<file path="src/rtl/regfile_2r1w.sv">
// DEPTH x WIDTH register file: one synchronous write port, two registered read
// ports with same-cycle write forwarding, optional hard-wired zero word.
module regfile_2r1w #(
    parameter int WIDTH    = 17,
    parameter int DEPTH    = 8,
    parameter int AW       = 3,
    parameter int ZERO_REG = 0
) (
    input  logic             clk,
    input  logic             rst_n,
    input  logic             we,
    input  logic [AW-1:0]    waddr,
    input  logic [WIDTH-1:0] wdata,
    input  logic             re1,
    input  logic [AW-1:0]    raddr1,
    output logic [WIDTH-1:0] rdata1,
    output logic             rvalid1,
    input  logic             re2,
    input  logic [AW-1:0]    raddr2,
    output logic [WIDTH-1:0] rdata2,
    output logic             rvalid2,
    output logic             err
);

    // One extra bit so DEPTH == 2**AW is still representable.
    localparam logic [AW:0] DEPTH_L = (AW+1)'(DEPTH);
    localparam bit          ZR      = (ZERO_REG != 0);

    logic [WIDTH-1:0] r_mem [DEPTH];
    logic [WIDTH-1:0] r_rdata1, r_rdata2;
    logic             r_rvalid1, r_rvalid2, r_err;

    logic             w_wr_en;
    logic             w_err;
    logic [WIDTH-1:0] w_mem_rd1, w_mem_rd2;
    logic [WIDTH-1:0] w_rd1, w_rd2;

    function automatic logic in_range(input logic [AW-1:0] a);
        return ({1'b0, a} < DEPTH_L);
    endfunction

    function automatic logic [WIDTH-1:0] port_value(
        input logic [AW-1:0]    a,
        input logic [WIDTH-1:0] memv,
        input logic             wr_en,
        input logic [AW-1:0]    wa,
        input logic [WIDTH-1:0] wd
    );
        logic [WIDTH-1:0] v;
        if (!in_range(a))
            v = '0;
        else if (ZR && a == '0)
            v = '0;
        else if (wr_en && wa == a)
            v = wd;
        else
            v = memv;
        return v;
    endfunction

    assign w_wr_en = we && in_range(waddr) && !(ZR && waddr == '0);
    assign w_err   = (we  && !in_range(waddr))  ||
                     (re1 && !in_range(raddr1)) ||
                     (re2 && !in_range(raddr2));

    // Decoded lookup keeps out-of-range addresses from indexing past the array.
    always_comb begin
        w_mem_rd1 = '0;
        w_mem_rd2 = '0;
        for (int i = 0; i < DEPTH; i++) begin
            if (raddr1 == AW'(i)) w_mem_rd1 = r_mem[i];
            if (raddr2 == AW'(i)) w_mem_rd2 = r_mem[i];
        end
    end

    assign w_rd1 = port_value(raddr1, w_mem_rd1, we, waddr, wdata);
    assign w_rd2 = port_value(raddr2, w_mem_rd2, we, waddr, wdata);

    always_ff @(posedge clk or negedge rst_n) begin
        if (!rst_n) begin
            for (int i = 0; i < DEPTH; i++) r_mem[i] <= '0;
        end else begin
            for (int i = 0; i < DEPTH; i++)
                if (w_wr_en && waddr == AW'(i)) r_mem[i] <= wdata;
        end
    end

    always_ff @(posedge clk or negedge rst_n) begin
        if (!rst_n) begin
            r_rdata1  <= '0;
            r_rdata2  <= '0;
            r_rvalid1 <= 1'b0;
            r_rvalid2 <= 1'b0;
            r_err     <= 1'b0;
        end else begin
            if (re1) r_rdata1 <= w_rd1;
            if (re2) r_rdata2 <= w_rd2;
            r_rvalid1 <= re1;
            r_rvalid2 <= re2;
            r_err     <= w_err;
        end
    end

    assign rdata1  = r_rdata1;
    assign rdata2  = r_rdata2;
    assign rvalid1 = r_rvalid1;
    assign rvalid2 = r_rvalid2;
    assign err     = r_err;

endmodule

</file>
<file path="config.mk">
export PLATFORM = sky130hd
export DESIGN_NAME = regfile_2r1w
export DESIGN_NICKNAME = d
export VERILOG_FILES = /design/src/rtl/regfile_2r1w.sv
export SDC_FILE = /design/constraint.sdc
export NUM_CORES = 1
export LEC_CHECK = 0
export ABC_AREA = 1
export BUFFER_PORTS_ARGS = -buffer_cell sky130_fd_sc_hd__buf_4
export CAP_MARGIN = 20
export CELL_PAD_IN_SITES_DETAIL_PLACEMENT = 1
export CELL_PAD_IN_SITES_GLOBAL_PLACEMENT = 1
export CORE_MARGIN = 4
export CORE_UTILIZATION = 25
export CTS_CLUSTER_SIZE = 28
export DETAILED_ROUTE_END_ITERATION = 8
export GPL_TIMING_DRIVEN = 1
export PLACE_DENSITY = 0.55
export SETUP_SLACK_MARGIN = 0.5
export SKIP_CTS_REPAIR_TIMING = 1
export SYNTH_ARGS = -nofsm -noshare
export SYNTH_HDL_FRONTEND = slang
export SYNTH_SLANG_ARGS = --single-unit
</file>
<file path="constraint.sdc">
create_clock -name clk -period 1.7 [get_ports clk]
set_input_delay 0.34 -clock clk [delete_from_list [all_inputs] [get_ports clk]]
set_output_delay 0.34 -clock clk [all_outputs]
set_load 0.01 [all_outputs]
</file>
==> results of run 1 <==
[registers in the layout, indices dropped and copies added, names as in the netlist]
| name | cells |
|---|---|
| rdata2 | 17 |
| r_mem | 136 |
| rvalid1 | 1 |
| rdata1 | 17 |
| rvalid2 | 1 |
[final timing paths]
path	to	start	slack (ns)	cells after the start
setup / recovery	rdata1[6]	rdata1[6]	0.36	1
setup reg to reg	rdata1[2]	r_mem[70]	0.41	6
max in group asynchronous	rdata2[8]	rst_n	0.66	3
hold / removal	rvalid1	re1	0.07	1
hold reg to reg	r_mem[56]	r_mem[56]	0.49	2
min in group asynchronous	r_mem[71]	rst_n	0.43	2
[layout by cell type (no fill, tap or decap), types with 2 or more instances in the layout]
| cell | count |
|---|---|
| clkbuf_8 | 2 |
| clkbuf_16 | 26 |
| o21ai_0 | 141 |
| clkbuf_1 | 3 |
| nand3_1 | 41 |
| inv_1 | 97 |
| nand4_1 | 131 |
| buf_4 | 85 |
| nor2_1 | 88 |
| dfrtp_1 | 172 |
| nand2_2 | 10 |
| nand3_2 | 3 |
| buf_6 | 51 |
| nand2_1 | 331 |
| a21oi_2 | 7 |
| inv_8 | 3 |
| a21oi_1 | 23 |
| buf_8 | 7 |
| inv_2 | 7 |
| nor2_2 | 34 |
| bufinv_16 | 4 |
| o21ai_4 | 3 |
| o21ai_1 | 13 |
| nor3_4 | 9 |
| buf_12 | 30 |
| o21ai_2 | 15 |
| clkinvlp_4 | 6 |
[per-stage QoR]
stage               utilization  hold WS, ns
global placement          0.297        0.327
detailed placement        0.297        0.335
floorplan                     -       0.0444
CTS                       0.315       -0.138
global route              0.348       0.0598
finish                    0.348       0.0737
[routing by layer]
metal  vias to the layer above  part of all wire
met1                      4402              0.48
met3                        43             0.029
met5                         -                 0
met4                         0             0.024
met2                       161              0.46
li1                       4275                 -
[final cells by class]
class	count	area, µm²	area share
Sequential cell	172	4300	0.349
Multi-Input combinational cell	854	4250	0.344
Timing Repair Buffer	183	2150	0.174
Tap cell	461	577	0.0467
Clock buffer	22	464	0.0376
Inverter	109	439	0.0356
Clock inverter	10	164	0.0133
[power breakdown]
group	internal (µW)	switching, µW	leakage [µW]
Combinational	1290	1640	0.00330
Sequential	4870	600	0.00216
Clock	2540	1720	0.000293
[cell families after synthesis]
| family | count (synthesis) |
|---|---|
| DFF | 172 |
| other | 1 |
| xor gates and xnor gates | 2 |
| AOI/OAI and AO/OA | 202 |
| buffers and inverters | 185 |
| and+or+nand+nor | 649 |
==> impl_metrics.csv, run 1 <==
group,metric,value,unit
status,run_status,"complete, no violations",
job,maxCapViolations,0,
global_routing,globalRouteOverflowTotal,0,
logic_synthesis,synthAdderAreaFrac,0,
logic_synthesis,synth.mux.area_fraction,0,
logic_synthesis,yosys_most_used_dff,"dfrtp_1",
clock_tree,clockRootBuffer,"clkbuf_16",
timing,relSlewSlack,0.657,
logic_synthesis,synth_area,8960,µm²
place,dp_cells,1726,
timing,fmax,0.748,GHz
power_and_ir_drop,p_per_area,1030,nW/µm²
clock_tree,htreeDepth,4,
logic_synthesis,synth_top_family_by_area,"simple AND/OR/NAND/NOR gates",
clock_tree,clockBufferDepth,2,
drt,wl,35700,µm
global_routing,use_met3,0.0211,
logic_synthesis,synth_xor_area_frac,0.00196,
worst_setup_path,cp-start-kind,"flop",
floorplanning,start_util,0.252,
clock_tree,cts.clk_slew.worst_paths,0.07,ns
worst_hold_path,hp-class,"primary input to flop",
drt,wl_per_cell,19.7,µm
global_routing,grt_max_degree,51,
logic_synthesis,yosysMostFrequentCell,"nand2_1",
timing,rsz0062_at_grt,"true",
logic_synthesis,synth_edf_count,0,
timing,maxSlewViolCount,0,
floorplanning,core_area,35500,µm²
logic_synthesis,synth_fp_nets,1242,
global_routing,met2_usage,0.267,
floorplanning,die_w,197,µm
logic_synthesis,synth.yosys.warnings,0,
worst_setup_path,worst-endpoint-arrival,1.00,ns
logic_synthesis,synth_top_area_share,0.481,
global_routing,antenna_found_initial,0,
timing,final.setup.worst_slack,0.363,ns
layout,design_area,12300,µm²
floorplanning,rows,69,
timing,worstMarginPinSlew,0.514,ns
place,place.gp.congestion,0.826,
place,place_area,10500,µm²
timing,fin_skew,0.00955,ns
drt,viasPerCell,4.90,
drt,antenna_left,0,
worst_setup_path,cpLargestDelayFamily,"flip-flops",
global_routing,busiest_layer,"met2",
logic_synthesis,synth_area_per_cell,7.40,µm²
logic_synthesis,async_reset_ff_frac,1.00,
layout,antenna_cells,0,
place,dp_hpwl,23300,µm
worst_setup_path,path_max_fanout,2,
floorplanning,fp.dieH,197,µm
logic_synthesis,postSynthCellCount,1211,
floorplanning,io_pins,68,
timing,fin_crit,1.34,ns
layout,fillers,4248,
layout,drive_above_1_share,0.228,
timing,tns,0,ns
power_and_ir_drop,vdd_drop_max,0.615,mV
global_routing,grt_use_met1,0.259,
layout,fin_cells,1811,
floorplanning,die_area,38900,µm²
drt,dr.first_iter.drc_count,635,
clock_tree,clock_latency,0.43,ns
worst_setup_path,slowest_delay,0.43,ns
global_routing,grt_pass1_vias,8685,
power_and_ir_drop,fin_total_pwr,12700,µW
place,port_buffers,66,
logic_synthesis,ys_ff_latch,172,
layout,final_nets,1368,
drt,vias,8881,
clock_tree,numCtsBuffers,17,
worst_setup_path,path_cells,"buf_6",
clock_tree,cts_tree,"built",
timing,setup_violations,0,
layout,area_growth,37.9,%
worst_setup_path,end_kind,"output port",
logic_synthesis,synth_area_leaders,"dfrtp_1 (48%), nand2_1 (14%), nand4_1 (9.2%), o21ai_0 (8.9%), nor2_1 (5.0%)",
logic_synthesis,synth-compound-area-share,0.113,
timing,post-route-period-util,0.787,
drt,drc,0,
global_routing,grt_pass1_wl,52700,µm
clock_tree,clock_sink_count,172,
drt,dr.pass1.iters,5,
logic_synthesis,synthSimpleGateAreaFrac,0.322,
worst_setup_path,worst-path-buf-inv,1,
power_and_ir_drop,leakage,0.00575,µW
worst_setup_path,critical-path-slowest-cell,"dfrtp_1",
global_routing,grt_usage,0.172,
place,post-place-ws,-0.136,ns
logic_synthesis,yosys.area.top_type,"dfrtp_1",
worst_setup_path,required,1.36,ns
logic_synthesis,seq_area_frac_synth,0.481,
logic_synthesis,synth_cell_types,22,
worst_setup_path,critical_path_class,"flop to output port",
logic_synthesis,synth_commonest_cells,"nand2_1 (342), dfrtp_1 (172), o21ai_0 (159)",
timing,hold_violations,0,
(Power assumes the default switching activity.)
==> inputs of run 2 (changes only) <==
- PLACE_DENSITY: 0.55 -> 0.57
- clock period: 1.7 -> 1.1 ns (I/O delays scaled with it)
==> impl_metrics.csv, run 2 (same netlist as run 1, synthesis figures left out) <==
group,metric,value,unit
clock_tree,htreeDepth,4,
power_and_ir_drop,vdd_drop_max,0.633,mV
worst_setup_path,crit_path_frequent_cell,"nand4_1",
clock_tree,cts.clk_slew.worst_paths,0.07,ns
timing,hold_violations,152,
clock_tree,cts_tree,"built",
global_routing,antenna_found_initial,0,
worst_setup_path,critical_path_class,"flop to flop",
timing,fmax,0.765,GHz
place,place.gp.congestion,0.801,
global_routing,grt_pass1_vias,8794,
power_and_ir_drop,p_per_area,1490,nW/µm²
drt,dr.pass1.iters,4,
timing,fin_skew,0.0106,ns
floorplanning,die_area,38900,µm²
layout,largest_register,"r_mem",
layout,final_nets,1407,
status,violations,"negative hold slack, negative setup slack",
drt,drc,0,
timing,relSlewSlack,0.596,
layout,final_util,0.378,
worst_setup_path,path_max_fanout,3,
worst_setup_path,slowest_delay,0.41,ns
place,port_buffers,66,
drt,viasPerCell,4.95,
layout,largest_reg_flops,136,
timing,tns,-6.01,ns
timing,worstMarginPinSlew,0.606,ns
floorplanning,start_util,0.252,
worst_setup_path,worst-endpoint-arrival,1.64,ns
worst_setup_path,required,1.43,ns
clock_tree,numCtsBuffers,17,
place,dp_hpwl,24300,µm
status,run_status,"finished with violations",
clock_tree,clock_latency,0.44,ns
power_and_ir_drop,leakage,0.00623,µW
worst_setup_path,end_kind,"flop",
timing,rsz0062_at_grt,"true",
drt,dr.first_iter.drc_count,492,
layout,mostFrequentLayoutCells,"nand2_1 (242), dfrtp_1 (171), nand4_1 (131), o21ai_1 (116), buf_4 (100)",
global_routing,grt_max_degree,50,
layout,antenna_cells,0,
floorplanning,core_area,35500,µm²
floorplanning,io_pins,68,
floorplanning,die_w,197,µm
worst_setup_path,critical-path-slowest-cell,"dfrtp_1",
global_routing,grt_pass1_wl,52000,µm
worst_setup_path,rr_startpoint,"r_mem[101]",
worst_setup_path,rrSetupSlack,-0.21,ns
timing,final.setup.worst_slack,-0.207,ns
job,maxCapViolations,0,
layout,drive_above_1_share,0.333,
timing,fin_crit,1.31,ns
worst_setup_path,ff2ff_path_depth,6,
floorplanning,rows,69,
worst_setup_path,r2r_end,"rdata2[16]",
global_routing,grt_usage,0.170,
drt,vias,9163,
worst_setup_path,worst-path-buf-inv,0,
timing,hold_slack,-0.350,ns
layout,area_growth,49.9,%
worst_setup_path,path_cells,"nand4_1 > nand4_1 > nor2_2 > nand4_1 > nand2_1 > nand2_1",
worst_hold_path,hp-class,"primary input to async pin",
layout,final_common_cell,"nand2_1",
timing,maxSlewViolCount,0,
drt,antenna_left,0,
drt,wl_per_cell,20.6,µm
clock_tree,clockBufferDepth,2,
global_routing,globalRouteOverflowTotal,0,
drt,wl,38000,µm
worst_setup_path,cpLargestDelayFamily,"simple AND/OR/NAND/NOR gates",
worst_setup_path,cp-start-kind,"flop",
floorplanning,fp.dieH,197,µm
clock_tree,clockRootBuffer,"clkbuf_16",
timing,post-route-period-util,1.19,
timing,setup_violations,68,
clock_tree,clock_sink_count,172,
==> run 2: cell count changes in the layout (fill, tap and decap cells not counted), moves of 15 or more <==
cell	delta
buf_4	+15
nand2_1	-89
nand2_2	+41
nand2_4	+44
o21ai_0	-131
o21ai_1	+103
o21ai_2	+30
==> run 2: power breakdown <==
group	total (µW)	internal, µW	switching (µW)
Sequential	8600	7520	1090
Clock	6120	3230	2890
Combinational	5330	2540	2790
==> run 2: metrics by stage <==
stage	area, µm²	setup WS, ns	instances	power, µW
CTS	11600	-0.203	1785	18700
global placement	11000	-0.899	1752	12400
detailed placement	11000	-0.655	1753	12600
global route	13400	-0.269	1850	21100
floorplan	9350	-0.219	1211	10500
finish	13400	-0.207	1850	20100
==> run 2: how the worst max path moves through the flow <==
stage | start | end | slack [ns] | cells after the start
after floorplan | raddr2[0] | rdata2[10] | -0.22 | 9
after global placement | raddr1[1] | rdata1[1] | -0.90 | 9
after detailed placement | raddr1[0] | rdata1[1] | -0.65 | 9
after CTS | r_mem[101] | rdata2[16] | -0.20 | 6
after global routing | r_mem[84] | rdata2[16] | -0.27 | 6
final | r_mem[101] | rdata2[16] | -0.21 | 6
==> run 2: area by class of cell <==
cell class,count,area [µm²]
tap,461,577
timing repair buffer,221,2680
sequential,172,4310
clock buffer,18,439
multi-input combinational,854,4810
inverter,109,464
clock inverter,14,136
fill,4142,22100
timing repair inverter,1,6.26
==> run 2: per-layer routing <==
| metal | track usage | wire length (µm) | vias up |
|---|---|---|---|
| met5 | 0 | 0 | - |
| met4 | 0.0360 | 860 | 0 |
| met3 | 0.0268 | 1190 | 48 |
| met2 | 0.273 | 18600 | 158 |
| met1 | 0.243 | 17300 | 4592 |
| li1 | - | - | 4365 |
==> inputs of run 3 (changes only) <==
- CAP_MARGIN: 20 -> 30
- PLACE_DENSITY: 0.57 -> not set
- PLACE_DENSITY_LB_ADDON: not set -> 0.1
- SLEW_MARGIN: not set -> 20
==> impl_metrics.csv, run 3 (same netlist as run 1, synthesis figures left out) <==
group,metric,value,unit
clock_tree,htreeDepth,4,
place,place.gp.congestion,0.816,
clock_tree,clock_sink_count,172,
power_and_ir_drop,power.net_switching,6870,µW
timing,setup_violations,70,
layout,drive_above_1_share,0.339,
timing,fin_skew,0.00966,ns
layout,area_growth,51.5,%
floorplanning,rows,69,
drt,vias,9203,
worst_setup_path,rrSetupSlack,-0.25,ns
global_routing,met2_usage,0.274,
worst_setup_path,worst-endpoint-arrival,1.69,ns
worst_hold_path,hp-class,"primary input to async pin",
timing,post-route-period-util,1.23,
layout,design_area,13600,µm²
worst_setup_path,critical_path_class,"flop to flop",
global_routing,use_met3,0.0239,
clock_tree,numCtsBuffers,17,
global_routing,grt_pass1_vias,8725,
clock_tree,clockRootBuffer,"clkbuf_16",
drt,dr.first_iter.drc_count,568,
layout,largest_reg_flops,136,
floorplanning,io_pins,68,
place,dp_hpwl,25000,µm
job,maxCapViolations,0,
place,dp_cells,1755,
global_routing,antenna_found_initial,0,
drt,wl,40600,µm
clock_tree,clockBufferDepth,2,
floorplanning,die_w,197,µm
drt,wl_per_cell,21.8,µm
power_and_ir_drop,p_per_area,1500,nW/µm²
floorplanning,fp.dieH,197,µm
drt,drc,0,
worst_setup_path,rr_startpoint,"r_mem[119]",
global_routing,busiest_layer,"met1",
power_and_ir_drop,seqPwrFrac,0.421,
worst_setup_path,path_max_fanout,3,
floorplanning,die_area,38900,µm²
status,violations,"negative hold slack, negative setup slack",
timing,fmax,0.739,GHz
timing,hold_violations,135,
timing,final.setup.worst_slack,-0.254,ns
timing,hold_slack,-0.341,ns
power_and_ir_drop,clockPowerShare,0.313,
drt,viasPerCell,4.95,
power_and_ir_drop,pwr-share-comb,0.266,
global_routing,globalRouteOverflowTotal,0,
worst_setup_path,r2r_end,"rdata1[0]",
clock_tree,cts_tree,"built",
worst_setup_path,ff2ff_path_depth,6,
timing,rsz0062_at_grt,"true",
place,place_area,11000,µm²
timing,worstMarginPinSlew,0.561,ns
place,port_buffers,66,
power_and_ir_drop,p_sw_frac,0.337,
timing,maxSlewViolCount,0,
power_and_ir_drop,vdd_drop_max,0.992,mV
layout,fin_cells,1859,
global_routing,grt_pass1_wl,54600,µm
place,post-place-ws,-0.607,ns
floorplanning,core_area,35500,µm²
drt,dr.pass1.iters,5,
timing,relSlewSlack,0.625,
clock_tree,cts.clk_slew.worst_paths,0.07,ns
power_and_ir_drop,leakage,0.00627,µW
global_routing,grt_usage,0.181,
status,run_status,"finished with violations",
floorplanning,start_util,0.252,
worst_setup_path,end_kind,"flop",
layout,final_nets,1416,
worst_setup_path,cp-start-kind,"flop",
global_routing,grt_use_met1,0.275,
worst_setup_path,required,1.44,ns
timing,fin_crit,1.35,ns
layout,antenna_cells,0,
clock_tree,clock_latency,0.45,ns
drt,antenna_left,0,
global_routing,grt_max_degree,49,
timing,tns,-8.43,ns
layout,largest_register,"r_mem",
layout,mostFrequentLayoutCells,"nand2_1 (250), dfrtp_1 (170), nand4_1 (131), buf_4 (119), o21ai_1 (113)",
layout,final_common_cell,"nand2_1",
power_and_ir_drop,intPower,13500,µW
==> run 3: changes by cell type in the layout (fill, tap and decap cells not counted), moves of 4 or more <==
cell	delta
nor2_1	-5
buf_4	+19
buf_6	-14
clkinvlp_4	+5
nand2_8	+4
nand2_1	+8
nand2_2	-10
==> run 3: layout make-up <==
cell class                 count  area, µm²
clock buffer                  20        457
timing repair buffer         228       2710
clock inverter                12        138
fill                        4128      21900
sequential                   172       4310
inverter                     109        472
multi-input combinational    857       4910
tap                          461        577
==> run 3: per-stage QoR <==
stage               hold slack [ns]  utilization  total power [µW]
detailed placement            0.133        0.309             12700
global route                 -0.348        0.382             21500
finish                       -0.341        0.382             20400
global placement              0.135        0.309             12600
CTS                          -0.344        0.326             19100
floorplan                   -0.0756            -             10500
==> run 3: per-layer routing <==
metal  share of wire  vias up
li1                -     4397
met1            0.46     4586
met2            0.49      181
met3           0.035       39
met4           0.018        0
met5               0        -
==> run 3: power by group through the flow <==
stage                     logic (µW)  clock network, µW  registers, µW
after floorplan                 2170                  0           8350
after global placement          4070                  0           8480
after detailed placement        4170                  0           8480
after CTS                       4180               6550           8370
after global routing            5960               6840           8740
final                           5430               6380           8590
==> run 3: worst max path at each step <==
| stage | from | endpoint | slack (ns) | depth (start not counted) |
|---|---|---|---|---|
| floorplan | raddr2[0] | rdata2[10] | -0.22 | 9 |
| global placement | raddr2[1] | rdata2[9] | -0.61 | 10 |
| detailed placement | raddr1[2] | rdata1[2] | -0.61 | 10 |
| CTS | r_mem[68] | rdata1[0] | -0.26 | 6 |
| global route | r_mem[89] | rdata1[4] | -0.40 | 6 |
| finish | r_mem[119] | rdata1[0] | -0.25 | 6 |
==> run 3: critical path: stages (launching register included) <==
cell and delay (ns):
dfrtp_1 0.43, nand3_1 0.09, nand4_1 0.19, nor2_2 0.22, nand4_1 0.17, nand2_1 0.10
nand2_1 0.05
